--- src/rtl/ddr_tx_serializer_pkg.sv ---
// Shared types and width helpers for the DDR transmit serializer.
// Widths derive from the instance parameters through constant functions.
package ddr_tx_serializer_pkg;

    typedef enum logic {
        IDLE,
        SHIFT
    } state_t;

    function automatic int pairs_of(input int data_width);
        return data_width / 2;
    endfunction

    function automatic int pair_cnt_w(input int data_width);
        return $clog2(data_width / 2);
    endfunction

    function automatic int fifo_cnt_w(input int depth);
        return $clog2(depth + 1);
    endfunction

    function automatic int fifo_ptr_w(input int depth);
        return $clog2(depth);
    endfunction

endpackage

--- src/rtl/sync_fifo.sv ---
// Single-clock first-word-fall-through FIFO.
// Pointers are log2(DEPTH) bits and wrap on their own.
module sync_fifo
    import ddr_tx_serializer_pkg::*;
#(
    parameter int WIDTH = 16,
    parameter int DEPTH = 4,
    localparam int CW = fifo_cnt_w(DEPTH),
    localparam int PW = fifo_ptr_w(DEPTH)
) (
    input  logic             clk,
    input  logic             reset,
    input  logic             push,
    input  logic             pop,
    input  logic [WIDTH-1:0] wdata,
    output logic [WIDTH-1:0] rdata,
    output logic             full,
    output logic             empty,
    output logic [CW-1:0]    count
);

    logic [WIDTH-1:0] mem [DEPTH];
    logic [PW-1:0]    wr_ptr;
    logic [PW-1:0]    rd_ptr;
    logic             do_push;
    logic             do_pop;

    assign full    = (count == CW'(DEPTH));
    assign empty   = (count == '0);
    assign do_push = push && !full;
    assign do_pop  = pop && !empty;
    assign rdata   = mem[rd_ptr];

    always_ff @(posedge clk) begin
        if (do_push) begin
            mem[wr_ptr] <= wdata;
        end
    end

    always_ff @(posedge clk) begin
        if (reset) begin
            wr_ptr <= '0;
            rd_ptr <= '0;
            count  <= '0;
        end else begin
            if (do_push) begin
                wr_ptr <= wr_ptr + 1'b1;
            end
            if (do_pop) begin
                rd_ptr <= rd_ptr + 1'b1;
            end
            unique case ({do_push, do_pop})
                2'b10:   count <= count + 1'b1;
                2'b01:   count <= count - 1'b1;
                default: count <= count;
            endcase
        end
    end

endmodule

--- src/rtl/ddr_tx_serializer.sv ---
// Word-to-DDR serializer feeding ODDR2 D0/D1; two bits per clock.
// Words stream back to back; outputs park at IDLE_LEVEL between frames.
module ddr_tx_serializer
    import ddr_tx_serializer_pkg::*;
#(
    parameter int   DATA_WIDTH = 16,
    parameter int   FIFO_DEPTH = 4,
    parameter bit   MSB_FIRST  = 1'b1,
    parameter logic IDLE_LEVEL = 1'b0
) (
    input  logic                  clk,
    input  logic                  reset,
    input  logic [DATA_WIDTH-1:0] din,
    input  logic                  din_valid,
    output logic                  din_ready,
    output logic                  d0,
    output logic                  d1,
    output logic                  ce,
    output logic                  oe,
    output logic                  frame_start,
    output logic                  frame_done
);

    localparam int PAIRS = pairs_of(DATA_WIDTH);
    localparam int PCW   = pair_cnt_w(DATA_WIDTH);
    localparam int FCW   = fifo_cnt_w(FIFO_DEPTH);
    localparam int I0    = MSB_FIRST ? DATA_WIDTH - 1 : 0;
    localparam int I1    = MSB_FIRST ? DATA_WIDTH - 2 : 1;

    state_t                state;
    state_t                state_nxt;
    logic [DATA_WIDTH-1:0] sh;
    logic [DATA_WIDTH-1:0] fifo_rdata;
    logic [PCW-1:0]        pair_cnt;
    logic [FCW-1:0]        fifo_count;
    logic                  fifo_full;
    logic                  fifo_empty;
    logic                  push;
    logic                  pop;
    logic                  load;
    logic                  shift_en;
    logic                  last_pair;
    logic                  run_q;

    assign push      = din_valid && din_ready;
    assign last_pair = (pair_cnt == PCW'(PAIRS - 1));

    sync_fifo #(
        .WIDTH (DATA_WIDTH),
        .DEPTH (FIFO_DEPTH)
    ) u_fifo (
        .clk   (clk),
        .reset (reset),
        .push  (push),
        .pop   (pop),
        .wdata (din),
        .rdata (fifo_rdata),
        .full  (fifo_full),
        .empty (fifo_empty),
        .count (fifo_count)
    );

    // run_q holds ready and ce low through reset and releases both together
    always_ff @(posedge clk) begin
        if (reset) begin
            run_q <= 1'b0;
        end else begin
            run_q <= 1'b1;
        end
    end

    assign ce        = run_q;
    assign din_ready = run_q && !fifo_full;

    always_ff @(posedge clk) begin
        if (reset) begin
            state <= IDLE;
        end else begin
            state <= state_nxt;
        end
    end

    always_comb begin
        state_nxt = state;
        pop       = 1'b0;
        load      = 1'b0;
        shift_en  = 1'b0;
        unique case (state)
            IDLE: begin
                if (!fifo_empty) begin
                    pop       = 1'b1;
                    load      = 1'b1;
                    state_nxt = SHIFT;
                end
            end
            SHIFT: begin
                if (!last_pair) begin
                    shift_en = 1'b1;
                end else if (!fifo_empty) begin
                    pop  = 1'b1;
                    load = 1'b1;
                end else begin
                    state_nxt = IDLE;
                end
            end
            default: state_nxt = IDLE;
        endcase
    end

    always_ff @(posedge clk) begin
        if (reset) begin
            sh       <= '0;
            pair_cnt <= '0;
        end else if (load) begin
            sh       <= fifo_rdata;
            pair_cnt <= '0;
        end else if (shift_en) begin
            if (MSB_FIRST) begin
                sh <= {sh[DATA_WIDTH-3:0], 2'b00};
            end else begin
                sh <= {2'b00, sh[DATA_WIDTH-1:2]};
            end
            pair_cnt <= pair_cnt + 1'b1;
        end
    end

    assign oe          = (state == SHIFT);
    assign d0          = oe ? sh[I0] : IDLE_LEVEL;
    assign d1          = oe ? sh[I1] : IDLE_LEVEL;
    assign frame_start = oe && (pair_cnt == '0);
    assign frame_done  = oe && last_pair;

endmodule

--- config.mk ---
export PLATFORM = sky130hd
export DESIGN_NAME = ddr_tx_serializer
export DESIGN_NICKNAME = d
export VERILOG_FILES = /design/src/rtl/ddr_tx_serializer_pkg.sv /design/src/rtl/sync_fifo.sv /design/src/rtl/ddr_tx_serializer.sv
export SDC_FILE = /design/constraint.sdc
export NUM_CORES = 1
export LEC_CHECK = 0
export CAP_MARGIN = 40
export CORE_MARGIN = 8
export CORE_UTILIZATION = 43
export CTS_CLUSTER_DIAMETER = 100
export DETAILED_ROUTE_END_ITERATION = 12
export DONT_BUFFER_PORTS = 1
export PLACE_DENSITY = 0.58
export SYNTH_ARGS = -nofsm -noshare
export SYNTH_HDL_FRONTEND = slang
export SYNTH_SLANG_ARGS = --single-unit
--- constraint.sdc ---
create_clock -name clk -period 2.8 [get_ports clk]
set_input_delay 0 -clock clk [delete_from_list [all_inputs] [get_ports clk]]
set_output_delay 0 -clock clk [all_outputs]
set_load 0.05 [all_outputs]
==> flow_metrics.env <==
export IMPL_clk_path_buf_depth=2
export IMPL_timing_slew_headroom_pct=49.2
export IMPL_boundaryPins=26
export IMPL_synth_avg_cell_area_sq_um=14.9
export IMPL_dp_final_hpwl_mm=3.95
export IMPL_syn_to_final_growth_pct=13.4
export IMPL_clock_fmax_mhz=437
export IMPL_wirelength_mm=6.47
export IMPL_dp_slack_ns=0.534
export IMPL_hold_path_class="in2reg"
export IMPL_detailedRoute_firstPassIterationCount=4
export IMPL_worstSetupEndpointType="flip-flop"
export IMPL_insertion_delay_of_the_later_clocked_pin_in_the_worst_skew_pair_ns=0.35
export IMPL_synth_fp_nets=281
export IMPL_floorplan_rows=34
export IMPL_wl_met3_microns=258
export IMPL_dieArea_sq_um=12000
export IMPL_synth_ff_latch_count=94
export IMPL_largest_net_degree_at_the_start_of_global_routing=22
export IMPL_fin_nets=305
export IMPL_count_of_flip_flops_with_a_built_in_enable_after_synthesis=64
export IMPL_cp_dominant_cell_by_count="sky130_fd_sc_hd__inv_1"
export IMPL_critPathRequiredTime_ns=3.08
export IMPL_critPathArrivalTime_ns=2.57
export IMPL_detailroute_wirelength_met2_mm=3.24
export IMPL_synthCells=253
export IMPL_report_final_slew_viol_count=0
export IMPL_clock_skews_ns=0.0110
export IMPL_multi_input_comb_area_sq_um=1110
export IMPL_pwr_density_cell_nw_per_um2=880
export IMPL_synth_top_cell_area_share_pct=51.1
export IMPL_top_flip_flop_cell_by_instance_count_after_synthesis="sky130_fd_sc_hd__edfxtp_1"
export IMPL_numClockSinks=94
export IMPL_status="completed"
export IMPL_wl_met1_mm=2.88
export IMPL_dominant_cell_by_count_in_the_synthesized_netlist="sky130_fd_sc_hd__edfxtp_1"
export IMPL_max_slew_worst_pin_slew_ns=0.760
export IMPL_placed_standard_cell_area_sq_um=3880
export IMPL_synth_yosys_seq_area_share_pct=67.0
export IMPL_height_of_the_die_microns=110
export IMPL_timing_critical_path_from_type="flip-flop"
export IMPL_asyncSetResetFlopFracSynth_pct=0
export IMPL_post_route_cells_drive_above_1_share_pct=11.0
export IMPL_worstPathMaxFanout=7
export IMPL_final_seq_area_sq_um=2520
export IMPL_cts_repair_resize_count=0
export IMPL_crit_path_top_delay_cell="sky130_fd_sc_hd__o311a_1"
export IMPL_synthTopCellsByArea="sky130_fd_sc_hd__edfxtp_1, sky130_fd_sc_hd__dfxtp_1, sky130_fd_sc_hd__mux4_1"
export IMPL_synth_cell_types=30
export IMPL_design_core_area_sq_um=8590
export IMPL_grt_first_pass_wirelength_mm=10.4
export IMPL_crit_path_cell_trace="inv_1 -> o311a_1 -> inv_1 -> ha_1 -> inv_1 -> fa_1 -> xor2_1 -> or3_1 -> a21oi_1"
export IMPL_post_synth_instance_area_sq_um=3760
export IMPL_route_detailed_vias_per_inst=5.31
export IMPL_report_final_setup_viol=0
export IMPL_yosys_area_top_type="sky130_fd_sc_hd__edfxtp_1"
export IMPL_total_leakage_power_nw=1.46
export IMPL_setup_worst_path_class="reg2reg"
export IMPL_critical_path_max_stage_delay_ns=0.44
export IMPL_unrepaired_setup_endpoints_after_global_routing="false"
export IMPL_report_final_hold_viol_count=0
export IMPL_report_power_total_mw=3.75
export IMPL_fillers=748
export IMPL_routabilityCongestion=0.684
export IMPL_grt_ovfl_total=0
export IMPL_clock_slew_seen_by_the_registers_of_the_worst_setup_and_hold_paths_ns=0.10
export IMPL_initial_util_pct=43.8
export IMPL_antennaDiodeCount=0
export IMPL_grt_pass1_vias=2049
export IMPL_post_layout_nonfiller_instances=390
export IMPL_tritoncts_clock_tree="built"
export IMPL_global_routing_usage_summed_across_all_routing_layers_pct=11.4
export IMPL_setup_total_negative_slack_ns=0
export IMPL_post_cts_setup_buffer_count=0
export IMPL_wire_per_inst_microns=16.6
export IMPL_place_detailed_instances=356
export IMPL_port_buffer_count=0
export IMPL_die_width_microns=110
export IMPL_yosys_warnings=0
export IMPL_ys_top_cells_by_count="sky130_fd_sc_hd__edfxtp_1, sky130_fd_sc_hd__a21oi_1, sky130_fd_sc_hd__dfxtp_1"
export IMPL_tritoncts_num_buffers=9
export IMPL_timing_final_ws_setup_ns=0.511
export IMPL_vdd_drop_max_mv=0.470
export IMPL_post_route_drc_count=0
export IMPL_final_antenna_net_count=0
export IMPL_fin_area_sq_um=4270
export IMPL_dr_total_vias=2069
export IMPL_root_buffer="sky130_fd_sc_hd__clkbuf_8"
export IMPL_max_cap_viols=0
export IMPL_initial_antenna_violation_count=0
export IMPL_post_route_min_period_ns=2.29
export IMPL_highest_layer="met4"
export IMPL_cts_htree_levels=3
export IMPL_dr_first_iter_drc_count=118
export IMPL_layout_worst_path_cycle_share_pct=81.8
worst max-delay path: cells and delay by family (launching register included):
kind | cells | cell delay (ns)
DFF | 1 | 0.41
and+or+nand+nor | 1 | 0.31
xor gates and xnor gates | 1 | 0.16
AOI/OAI and AO/OA | 2 | 0.58
buffers and inverters | 3 | 0.23
adders and majority gates | 2 | 0.54
path summary, 6_finish.rpt:
kind / start / end / slack, ns / cells after the start
setup / recovery: u_fifo.count[2] / u_fifo.count[2] / 0.51 / 9
hold / removal: din[7] / u_fifo.mem[2][7] / 0.35 / 1
setup reg to reg: u_fifo.count[2] / u_fifo.count[2] / 0.51 / 9
hold reg to reg: sh[1] / sh[1] / 0.49 / 1
registers in the layout (all words and copies together) (netlist names), named ones only:
| register | flops |
|---|---|
| ce | 1 |
| oe | 1 |
| pair_cnt | 3 |
| sh | 16 |
| u_fifo.count | 3 |
| u_fifo.mem | 64 |
| u_fifo.rd_ptr | 2 |
| u_fifo.wr_ptr | 2 |
cell families (layout without fill, tap and decap cells):
| family | after synthesis | count (layout) | share of synthesized area [%] |
|---|---|---|---|
| xor+xnor | 2 | 2 | 0.466 |
| flops | 94 | 94 | 67.0 |
| compound gates | 58 | 58 | 8.51 |
| mux | 18 | 18 | 11.5 |
| buf+inv | 26 | 55 | 3.66 |
| simple gates | 46 | 46 | 5.59 |
| fa+ha+maj | 9 | 9 | 3.19 |
placed cells by master (no fill, tap or decap), types with 2 or more instances in the layout:
| master | synthesis | layout |
|---|---|---|
| sky130_fd_sc_hd__a21oi_1 | 36 | 36 |
| sky130_fd_sc_hd__a22o_1 | 2 | 2 |
| sky130_fd_sc_hd__and2_1 | 7 | 7 |
| sky130_fd_sc_hd__buf_4 | 0 | 10 |
| sky130_fd_sc_hd__clkbuf_8 | 0 | 9 |
| sky130_fd_sc_hd__dfxtp_1 | 30 | 30 |
| sky130_fd_sc_hd__dlygate4sd3_1 | 0 | 18 |
| sky130_fd_sc_hd__edfxtp_1 | 64 | 64 |
| sky130_fd_sc_hd__ha_1 | 8 | 8 |
| sky130_fd_sc_hd__inv_1 | 11 | 11 |
| sky130_fd_sc_hd__inv_6 | 0 | 3 |
| sky130_fd_sc_hd__mux4_1 | 14 | 14 |
| sky130_fd_sc_hd__mux4_2 | 2 | 2 |
| sky130_fd_sc_hd__nand2_1 | 20 | 20 |
| sky130_fd_sc_hd__nand3_1 | 3 | 3 |
| sky130_fd_sc_hd__nor2_1 | 8 | 8 |
| sky130_fd_sc_hd__nor3_1 | 3 | 2 |
| sky130_fd_sc_hd__o21ai_0 | 16 | 16 |
| sky130_fd_sc_hd__or3_1 | 3 | 3 |
| sky130_fd_sc_hd__xor2_1 | 2 | 2 |
timing repair:
action / 4_1_cts / 5_1_grt
hold buffers: 18 / 0
endpoints found under the hold margin: 80 / 0
setup endpoints to repair: 0 / 0
metrics by stage:
step / utilization [%] / hold slack [ns]
after floorplan: - / 0.0989
after global placement: 45.1 / 0.0729
after detailed placement: 45.2 / 0.0768
after CTS: 49.6 / 0.333
after global routing: 49.6 / 0.354
final: 49.6 / 0.351
area by class of cell:
cell class | count | area share (%)
multi-input cells | 133 | 26.0
clock inverters | 7 | 1.88
clock buffers | 9 | 2.90
repair buffers | 28 | 5.98
flip-flops and latches | 94 | 59.1
inverters | 11 | 0.968
well taps | 108 | 3.17
power by group:
part | switching (mW) | internal [mW]
Combinational | 0.632 | 0.428
Sequential | 0.109 | 1.67
Clock | 0.483 | 0.427
metal layers:
metal  global-route usage, %  up-vias
met5                       0        -
met3                    2.93        7
met2                    18.6       28
met1                    14.0     1034
li1                        -     1000
met4                    4.92        0
Power figures use the tool's default switching activity.
